==> config.mk <==
export PLATFORM = sky130hd
export DESIGN_NAME = icache_direct_ctrl
export DESIGN_NICKNAME = d
export VERILOG_FILES = /design/src/rtl/icache_direct_ctrl.sv
export SDC_FILE = /design/constraint.sdc
export NUM_CORES = 2
export LEC_CHECK = 0
export ABC_AREA = 0
export CORE_MARGIN = 4
export CORE_UTILIZATION = 68
export DETAILED_ROUTE_END_ITERATION = 7
export MAX_ROUTING_LAYER = met4
export PLACE_DENSITY_LB_ADDON = 0.1
export SETUP_SLACK_MARGIN = 0.2
export SLEW_MARGIN = 20
export SYNTH_ARGS = -nofsm -noshare
export SYNTH_HDL_FRONTEND = slang
export SYNTH_SLANG_ARGS = --single-unit
==> constraint.sdc <==
create_clock -name clk -period 9 [get_ports clk]
set_input_delay 0.9 -clock clk [delete_from_list [all_inputs] [get_ports clk]]
set_output_delay 0.9 -clock clk [all_outputs]
set_load 0.005 [all_outputs]
==> src/rtl/icache_direct_ctrl.sv <==
// Direct-mapped read-only instruction cache controller with a 4-word line refill
// over a one-word request/valid handshake to backing memory.
module icache_direct_ctrl #(
  parameter int unsigned INDEX_BITS = 5,
  parameter int unsigned TAG_BITS   = 8
) (
  input  logic        clk,
  input  logic        rst,
  input  logic [15:0] Addr,
  input  logic        Rd,
  input  logic        Wr,
  output logic [15:0] DataOut,
  output logic        Done,
  output logic        Stall,
  output logic        CacheHit,
  output logic        err,
  output logic        mem_req,
  output logic [15:0] mem_addr,
  input  logic [15:0] mem_rdata,
  input  logic        mem_valid
);

  localparam int unsigned NumLines = 1 << INDEX_BITS;
  localparam int unsigned NumWords = NumLines * 4;

  typedef enum logic [1:0] {StIdle, StReq, StWait, StDone} state_e;

  state_e                state_q;
  logic [TAG_BITS-1:0]   tag_l_q;
  logic [INDEX_BITS-1:0] index_l_q;
  logic [1:0]            offset_l_q;
  logic [1:0]            cnt_q;
  logic [NumLines-1:0]   valid_q;
  logic                  mem_req_q;
  logic [15:0]           mem_addr_q;

  logic [TAG_BITS-1:0]   tag_mem  [NumLines];
  logic [15:0]           data_mem [NumWords];

  logic [TAG_BITS-1:0]   a_tag;
  logic [INDEX_BITS-1:0] a_index;
  logic [1:0]            a_offset;

  logic idle;
  logic err_c;
  logic lookup;
  logic hit;
  logic miss;
  logic fill_we;
  logic fill_last;

  assign a_offset = Addr[2:1];
  assign a_index  = Addr[2+INDEX_BITS:3];
  assign a_tag    = Addr[15:3+INDEX_BITS];

  // Gating with rst keeps every output at 0 while reset is held.
  assign idle      = (state_q == StIdle) && !rst;
  assign err_c     = idle && (Wr || (Rd && Addr[0]));
  assign lookup    = idle && Rd && !err_c;
  assign hit       = lookup && valid_q[a_index] && (tag_mem[a_index] == a_tag);
  assign miss      = lookup && !hit;
  assign fill_we   = (state_q == StWait) && mem_valid;
  assign fill_last = fill_we && (cnt_q == 2'd3);

  assign err      = err_c;
  assign mem_req  = mem_req_q;
  assign mem_addr = mem_addr_q;

  always_comb begin
    DataOut  = 16'h0000;
    Done     = 1'b0;
    CacheHit = 1'b0;
    Stall    = 1'b0;
    if (hit) begin
      Done     = 1'b1;
      CacheHit = 1'b1;
      DataOut  = data_mem[{a_index, a_offset}];
    end else if (miss) begin
      Stall = 1'b1;
    end else if (state_q == StReq || state_q == StWait) begin
      Stall = 1'b1;
    end else if (state_q == StDone) begin
      Done    = 1'b1;
      DataOut = data_mem[{index_l_q, offset_l_q}];
    end
  end

  // Tag and data arrays carry no reset; validity is tracked separately.
  always_ff @(posedge clk) begin
    if (fill_we) begin
      data_mem[{index_l_q, cnt_q}] <= mem_rdata;
    end
    if (fill_last) begin
      tag_mem[index_l_q] <= tag_l_q;
    end
  end

  always_ff @(posedge clk or posedge rst) begin
    if (rst) begin
      state_q    <= StIdle;
      tag_l_q    <= '0;
      index_l_q  <= '0;
      offset_l_q <= 2'd0;
      cnt_q      <= 2'd0;
      valid_q    <= '0;
      mem_req_q  <= 1'b0;
      mem_addr_q <= 16'h0000;
    end else begin
      case (state_q)
        StIdle: begin
          if (miss) begin
            tag_l_q          <= a_tag;
            index_l_q        <= a_index;
            offset_l_q       <= a_offset;
            cnt_q            <= 2'd0;
            valid_q[a_index] <= 1'b0;
            mem_req_q        <= 1'b1;
            mem_addr_q       <= {a_tag, a_index, 2'b00, 1'b0};
            state_q          <= StReq;
          end
        end
        StReq: begin
          mem_req_q <= 1'b0;
          state_q   <= StWait;
        end
        StWait: begin
          if (mem_valid) begin
            if (cnt_q == 2'd3) begin
              valid_q[index_l_q] <= 1'b1;
              state_q            <= StDone;
            end else begin
              cnt_q      <= cnt_q + 2'd1;
              mem_req_q  <= 1'b1;
              mem_addr_q <= {tag_l_q, index_l_q, cnt_q + 2'd1, 1'b0};
              state_q    <= StReq;
            end
          end
        end
        StDone: begin
          state_q <= StIdle;
        end
        default: begin
          state_q <= StIdle;
        end
      endcase
    end
  end

endmodule

; ---- Word-level counts from Yosys, hierarchy flattened
; Memory sizes are Yosys's and may differ from the RTL's.
; Index checks and enable logic that the tools add are counted.
[op_classes]
n_addsub = 1
multipliers = 0
n_div = 0
order_cmp = 4
eq_ne = 9
shifts = 0
mux = 42
n_bitwise = 3
n_reduce_logical = 25
[op_table]
columns = op, count
row1 = 16-bit two-way mux, 7
row2 = 32-bit two-way mux, 3
row3 = 32-bit one-hot mux with 2 select lines, 1
row4 = 32-bit AND, 1
row5 = 32-bit inverter, 1
row6 = 32-bit OR, 1
row7 = 16-bit one-hot mux with 2 select lines, 1
row8 = 1-bit two-way mux, 18
row9 = 1-bit logical AND, 12
row10 = 5-bit by 6-bit < comparator with 1-bit output (second input constant), 2
row11 = 2-bit two-way mux, 6
row12 = 4-bit AND reduction, 3
row13 = 1-bit demux with 5-bit select, 2
row14 = 5-bit by 1-bit >= comparator with 1-bit output (second input constant), 2
row15 = 8-bit == test, 1
row16 = 2-bit one-hot mux with 4 select lines, 1
row17 = 2-bit == test (second input constant), 3
row18 = 2-bit inequality test (second input constant), 3
row19 = 1-bit binary-select mux with 5-bit select, 1
row20 = 2-bit one-hot mux with 2 select lines, 1
row21 = 2-bit AND reduction, 2
row22 = 1-bit logical NOT, 3
row23 = 1-bit one-hot mux with 3 select lines, 1
row24 = 3-bit nonzero test, 1
row25 = other kinds (6), 7
[totals]
register_bits = 68
latch_bits = 0
mem_bits_rw = 2304
rom_bits = 0
in_bits = 37
out_inout_bits = 37
n_memories = 2
[mem_list]
columns = memory, words, width, read_ports, rd_clocked_by_memory_dff, write_ports, line
row1 = data_mem, 128, 16, 2, 0, 1, 38  ; logic [15:0] data_mem [NumWords];
row2 = tag_mem, 32, 8, 1, 0, 1, 37  ; logic [TAG_BITS-1:0] tag_mem [NumLines];

; ---- Longest topological paths before layout
[depth]
word_depth = 11
depth_mapped = 15
mapped_depth_nobuf = 10

; ---- Worst setup path before layout
; Ideal clock, no wire load.
[synth_path]
path_kind = input-to-output
startpoint = in rst
endpoint = out DataOut[10]
arrival_ps = 3683
required_time_ps = 8100
slack_ps = 4417
cell_stages = 8
path_buffers = 1
cell_sequence = inv_1 > nand2_1 > nor3_1 > nand2_1 > nor4_1 > nand4_2 > clkbuf_1 > o21ai_0
[synth_via]
elab_chain_cells = 11
word_cells_on_any_way = 12
cone_classes = mux (2) / reduce/logical (10)
[synth_lines]
columns = element, line
row1 = from (decl), 8  ; input logic rst,
row2 = 1-bit logical NOT (no line) (*), n/a
row3 = 1-bit logical AND (*), 57  ; assign idle = (state_q == StIdle) && !rst;
row4 = 1-bit logical AND, 58  ; assign err_c = idle && (Wr || (Rd && Addr[0]));
row5 = 1-bit logical NOT, 59  ; assign lookup = idle && Rd && !err_c;
row6 = 1-bit logical AND (*), 59
row7 = 1-bit logical AND (2 in a row), 60  ; assign hit = lookup && valid_q[a_index] && (tag_mem[a_index] == a_tag);
row8 = 1-bit logical NOT, 61  ; assign miss = lookup && !hit;
row9 = 1-bit logical AND, 61
row10 = 16-bit two-way mux, 78  ; end else if (miss) begin
row11 = 16-bit two-way mux (*), 74  ; if (hit) begin
row12 = to (decl), 12  ; output logic [15:0] DataOut,
; Every way passes the cells marked *; elsewhere a longest branch is shown, timed or not.

; ---- Worst setup path in the final report
[layout_path]
startpoint = in Addr[4]
endpoint = out DataOut[14]
[layout_via]
elab_chain_cells = 8
word_cells_on_any_way = 11
cone_classes = eq/ne (1) / mux (4) / reduce/logical (4) / memory (2)
[layout_lines]
columns = element, line
row1 = from (decl), 9  ; input logic [15:0] Addr,
row2 = branches (longest 7 deep; another with memory read 32 x 8 bit), n/a
row3 = 16-bit two-way mux (*), 74
; Every way passes the cells marked *. The select of a mux whose other input is x is not followed.

==> results by group <==
Run status
  – Status: finished, violations left
  – Failing checks: DRC

Global routing
  – Global-route wire length before repair: 463 mm
  – Grt ovf: 0
  – Gr usage total: 0.420
  – Largest net degree at the start of global routing: between 100 and 150
  – Vias in the first global route: between 60,000 and 70,000
  – Initial antenna violation count: 21

Setup path
  – Crit path from: Addr[4]
  – Reg2reg start: tag_mem[18][2]$_DFFE_PP_
  – CP arrival: between 6000 and 7000 ps
  – Max FO, Critical Path: about 80
  – Endpoint class of the critical path: primary output
  – Crit path kind: in -> out
  – Register-to-register setup slack: 4280 ps
  – FF-to-FF End: mem_addr[3]$_DFFE_PP0P_
  – Worst Reg-to-Reg Cells: 10
  – Required time worst endpoint: around 8000 ps
  – Crit start category: input port

Timing
  – Min Tclk post-route: 7350 ps
  – Setup TNS: 0 ps
  – Layout Skew: 40.5 ps
  – Final count of hold timing violations: 0
  – Crit share post-route: 0.817
  – Slew Limit Fails: 0
  – Relative slew slack: 0.150
  – Max Freq: 136 MHz
  – RSZ-0062 raised after global routing: false
  – Slew @ Worst Pin: ~1300 ps
  – Final setup fails: 0

Power and ir drop
  – Combinational share of power: 0.285
  – Internal cell power: 0.0216 W
  – Clk pwr share: 0.303
  – Sw power: slightly below 0.01 W
  – Pwr Density: 261 nW/um^2
  – Switching share of power: 0.309
  – Worst VDD drop: 0.000232 V
  – Sequential power share: 0.412
  – Leak: 37.3 nW

Clock tree
  – CTS tree: done
  – Worst-path clk slew: 70 ps
  – Clk buf depth: 3
  – CTS Root Buffer Type: clkbuf_16
  – Worst-Skew Late Latency: 890 ps
  – CTS Hold Bufs: 0
  – H-tree levels: 4
  – Cts repair resizes: 0
  – CTS sink count: 2,369
  – CTS buffer count: 228
  – Post-CTS Repair Setup Buffers: 0

Logic synthesis
  – Ys flop type: edfxtp_1
  – Post-synthesis compound-gate area fraction: 0.0183
  – Post-synth ARST share: 0.0274
  – Post-synthesis sequential area ratio: 0.655
  – Largest family of logic cells by synthesized area: multiplexers
  – Post-synth EDFFs: ~2,300
  – Synth area leader: edfxtp_1
  – Synth top area share: 0.640
  – Register bit count reported by yosys: 2,369
  – Most frequent cells after synthesis: edfxtp_1 (2,304), mux4_2 (1,295), nor2_1 (201), clkbuf_1 (189), mux2i_1 (172)
  – Mux cell area share after synthesis: 0.289
  – Syn avg cell area: 21.4 sq um
  – Most frequent cell after synthesis: edfxtp_1
  – Post-Synth XOR/XNOR Area: 0.000648
  – Adder-Cell Fraction of Synth Area: 0.000810
  – Post-Syn Area: 108,000 sq um
  – Simple-Gate Fraction of Synth Area: 0.0191
  – Synth top area cells: edfxtp_1 (64%), mux4_2 (27%), mux2i_1 (1.6%)
  – Synth Warn #: 0
  – Number of library cell types mapped by synthesis: 73
  – Syn_nets: around 5,000
  – Post-Synthesis Cells: 5,056

Min path
  – Hold Crit Endpoint: data_mem[52][3]$_DFFE_PP_
  – Hold Crit Depth: 1
  – HP Start: mem_rdata[3]
  – Hold Crit Class: in -> reg

Route
  – Router iterations before antenna repair: 8
  – Vias/cell: 8.13
  – WL final: 327 mm
  – Initial detailed-routing violation count: around 12,000
  – Drt wl/cell: approximately 44 um
  – DR DRC count: 34
  – Post-route antenna net violation count: 0
  – Total number of vias: a little over 60,000

Die
  – Initial core utilization: 0.684
  – Placeable Area: 158,000 sq um
  – Die area: 165,000 sq um
  – Die X-Extent: 407 um
  – IO Pins: 74
  – # rows: 146
  – Die Y: 407 um

Placement
  – RePlAce Congestion: around 0.99
  – Post-DP HPWL: 190 mm
  – Buffers on Ports: 72
  – Post-Place Cells: 7,040

Cells and area
  – Area Overhead vs Synth: 10.5%
  – Final Non-Filler Cells: ~7,500
  – Fin nets: between 5,000 and 6,000
  – Final Util: 0.755
  – Share of cells above drive strength 1: 0.383

Run
  – # Max-Cap Violations: 0
-- final cells by class --
cell class / instances / area [sq um]
clock inverters: 149 / 1320
diodes: 15 / 37.5
well taps: 2072 / 2590
repair buffers: 324 / 2960
multi-input cells: 2253 / 35800
flip-flops and latches: 2369 / 70800
fillers: 8192 / 38700
inverters: 23 / 86.3
clock buffers: 276 / 5930
-- cell usage in the layout (no fill, tap or decap), types with 43 or more instances in the layout --
cell type        count
o21ai_0             43
nor2_2             127
mux4_2            1295
mux2i_1            171
dfrtp_1             56
o22ai_1             86
buf_4              239
clkdlybuf4s50_1     49
clkinv_2            50
clkinv_1            59
nand2_1            125
edfxtp_1          2304
clkbuf_16          230
nor2_1              75
clkbuf_1            46
-- sequential cells by signal (all words and copies together), names as in the netlist --
signal and count:
mem_addr 14, offset_l_q 2, cnt_q 1, tag_l_q 8
state_q 2, tag_mem 256, index_l_q 5, data_mem 2048
valid_q 32, mem_req 1
-- worst max path at each step --
stage / cells past startpoint / to / slack [ps]
detailed placement: 11 / DataOut[9] / 2020
global placement: 11 / DataOut[9] / 2150
CTS: 11 / DataOut[9] / 2030
global route: 10 / DataOut[13] / 1760
finish: 11 / DataOut[14] / 1650
floorplan: 8 / DataOut[10] / 4420
-- layer usage --
metal / up-vias / GRT usage / part of all wire
met1: 31600 / 0.554 / 0.32
li1: 22500 / - / -
met4: 0 / 0.200 / 0.062
met2: 5688 / 0.595 / 0.46
met3: 1061 / 0.152 / 0.16
met5: - / - / 0
-- power groups by stage --
stage                     Sequential (W)  Combinational (W)  Clock (W)
after global placement            0.0130            0.00847          0
after global routing              0.0129            0.00905    0.00999
after detailed placement          0.0131            0.00851          0
after CTS                         0.0128            0.00860    0.00947
final                             0.0129            0.00889    0.00945
after floorplan                   0.0128            0.00561          0
-- logic make-up (layout without fill, tap and decap cells) --
| logic type | count (synthesis) | in the layout |
|---|---|---|
| AO/OA/AOI/OAI | 292 | 292 |
| XOR/XNOR | 8 | 8 |
| adder cells (fa/ha/maj) | 7 | 7 |
| buffers and inverters | 434 | 772 |
| flip-flops | 2369 | 2369 |
| multiplexers | 1496 | 1496 |
| other | 1 | 16 |
| AND/OR/NAND/NOR | 449 | 449 |
-- through the flow --
step	total power, W	hold WS [ps]	instance area [sq um]	setup WS (ps)
after floorplan	0.0184	455	108000	4420
after global placement	0.0215	467	112000	2150
after detailed placement	0.0216	480	112000	2020
after CTS	0.0309	374	119000	2030
after global routing	0.0319	410	120000	1760
final	0.0312	431	120000	1650
-- critical path, cell delays in order --
cell and delay [ps]:
buf_8 560, buf_12 480, mux2i_1 290, o22ai_1 130, nor4_1 650, nand2_1 200
xor2_1 190, nor4_1 310, nand4_2 630, o21ai_0 1230, clkdlybuf4s50_1 700
(Power assumes the default switching activity.)
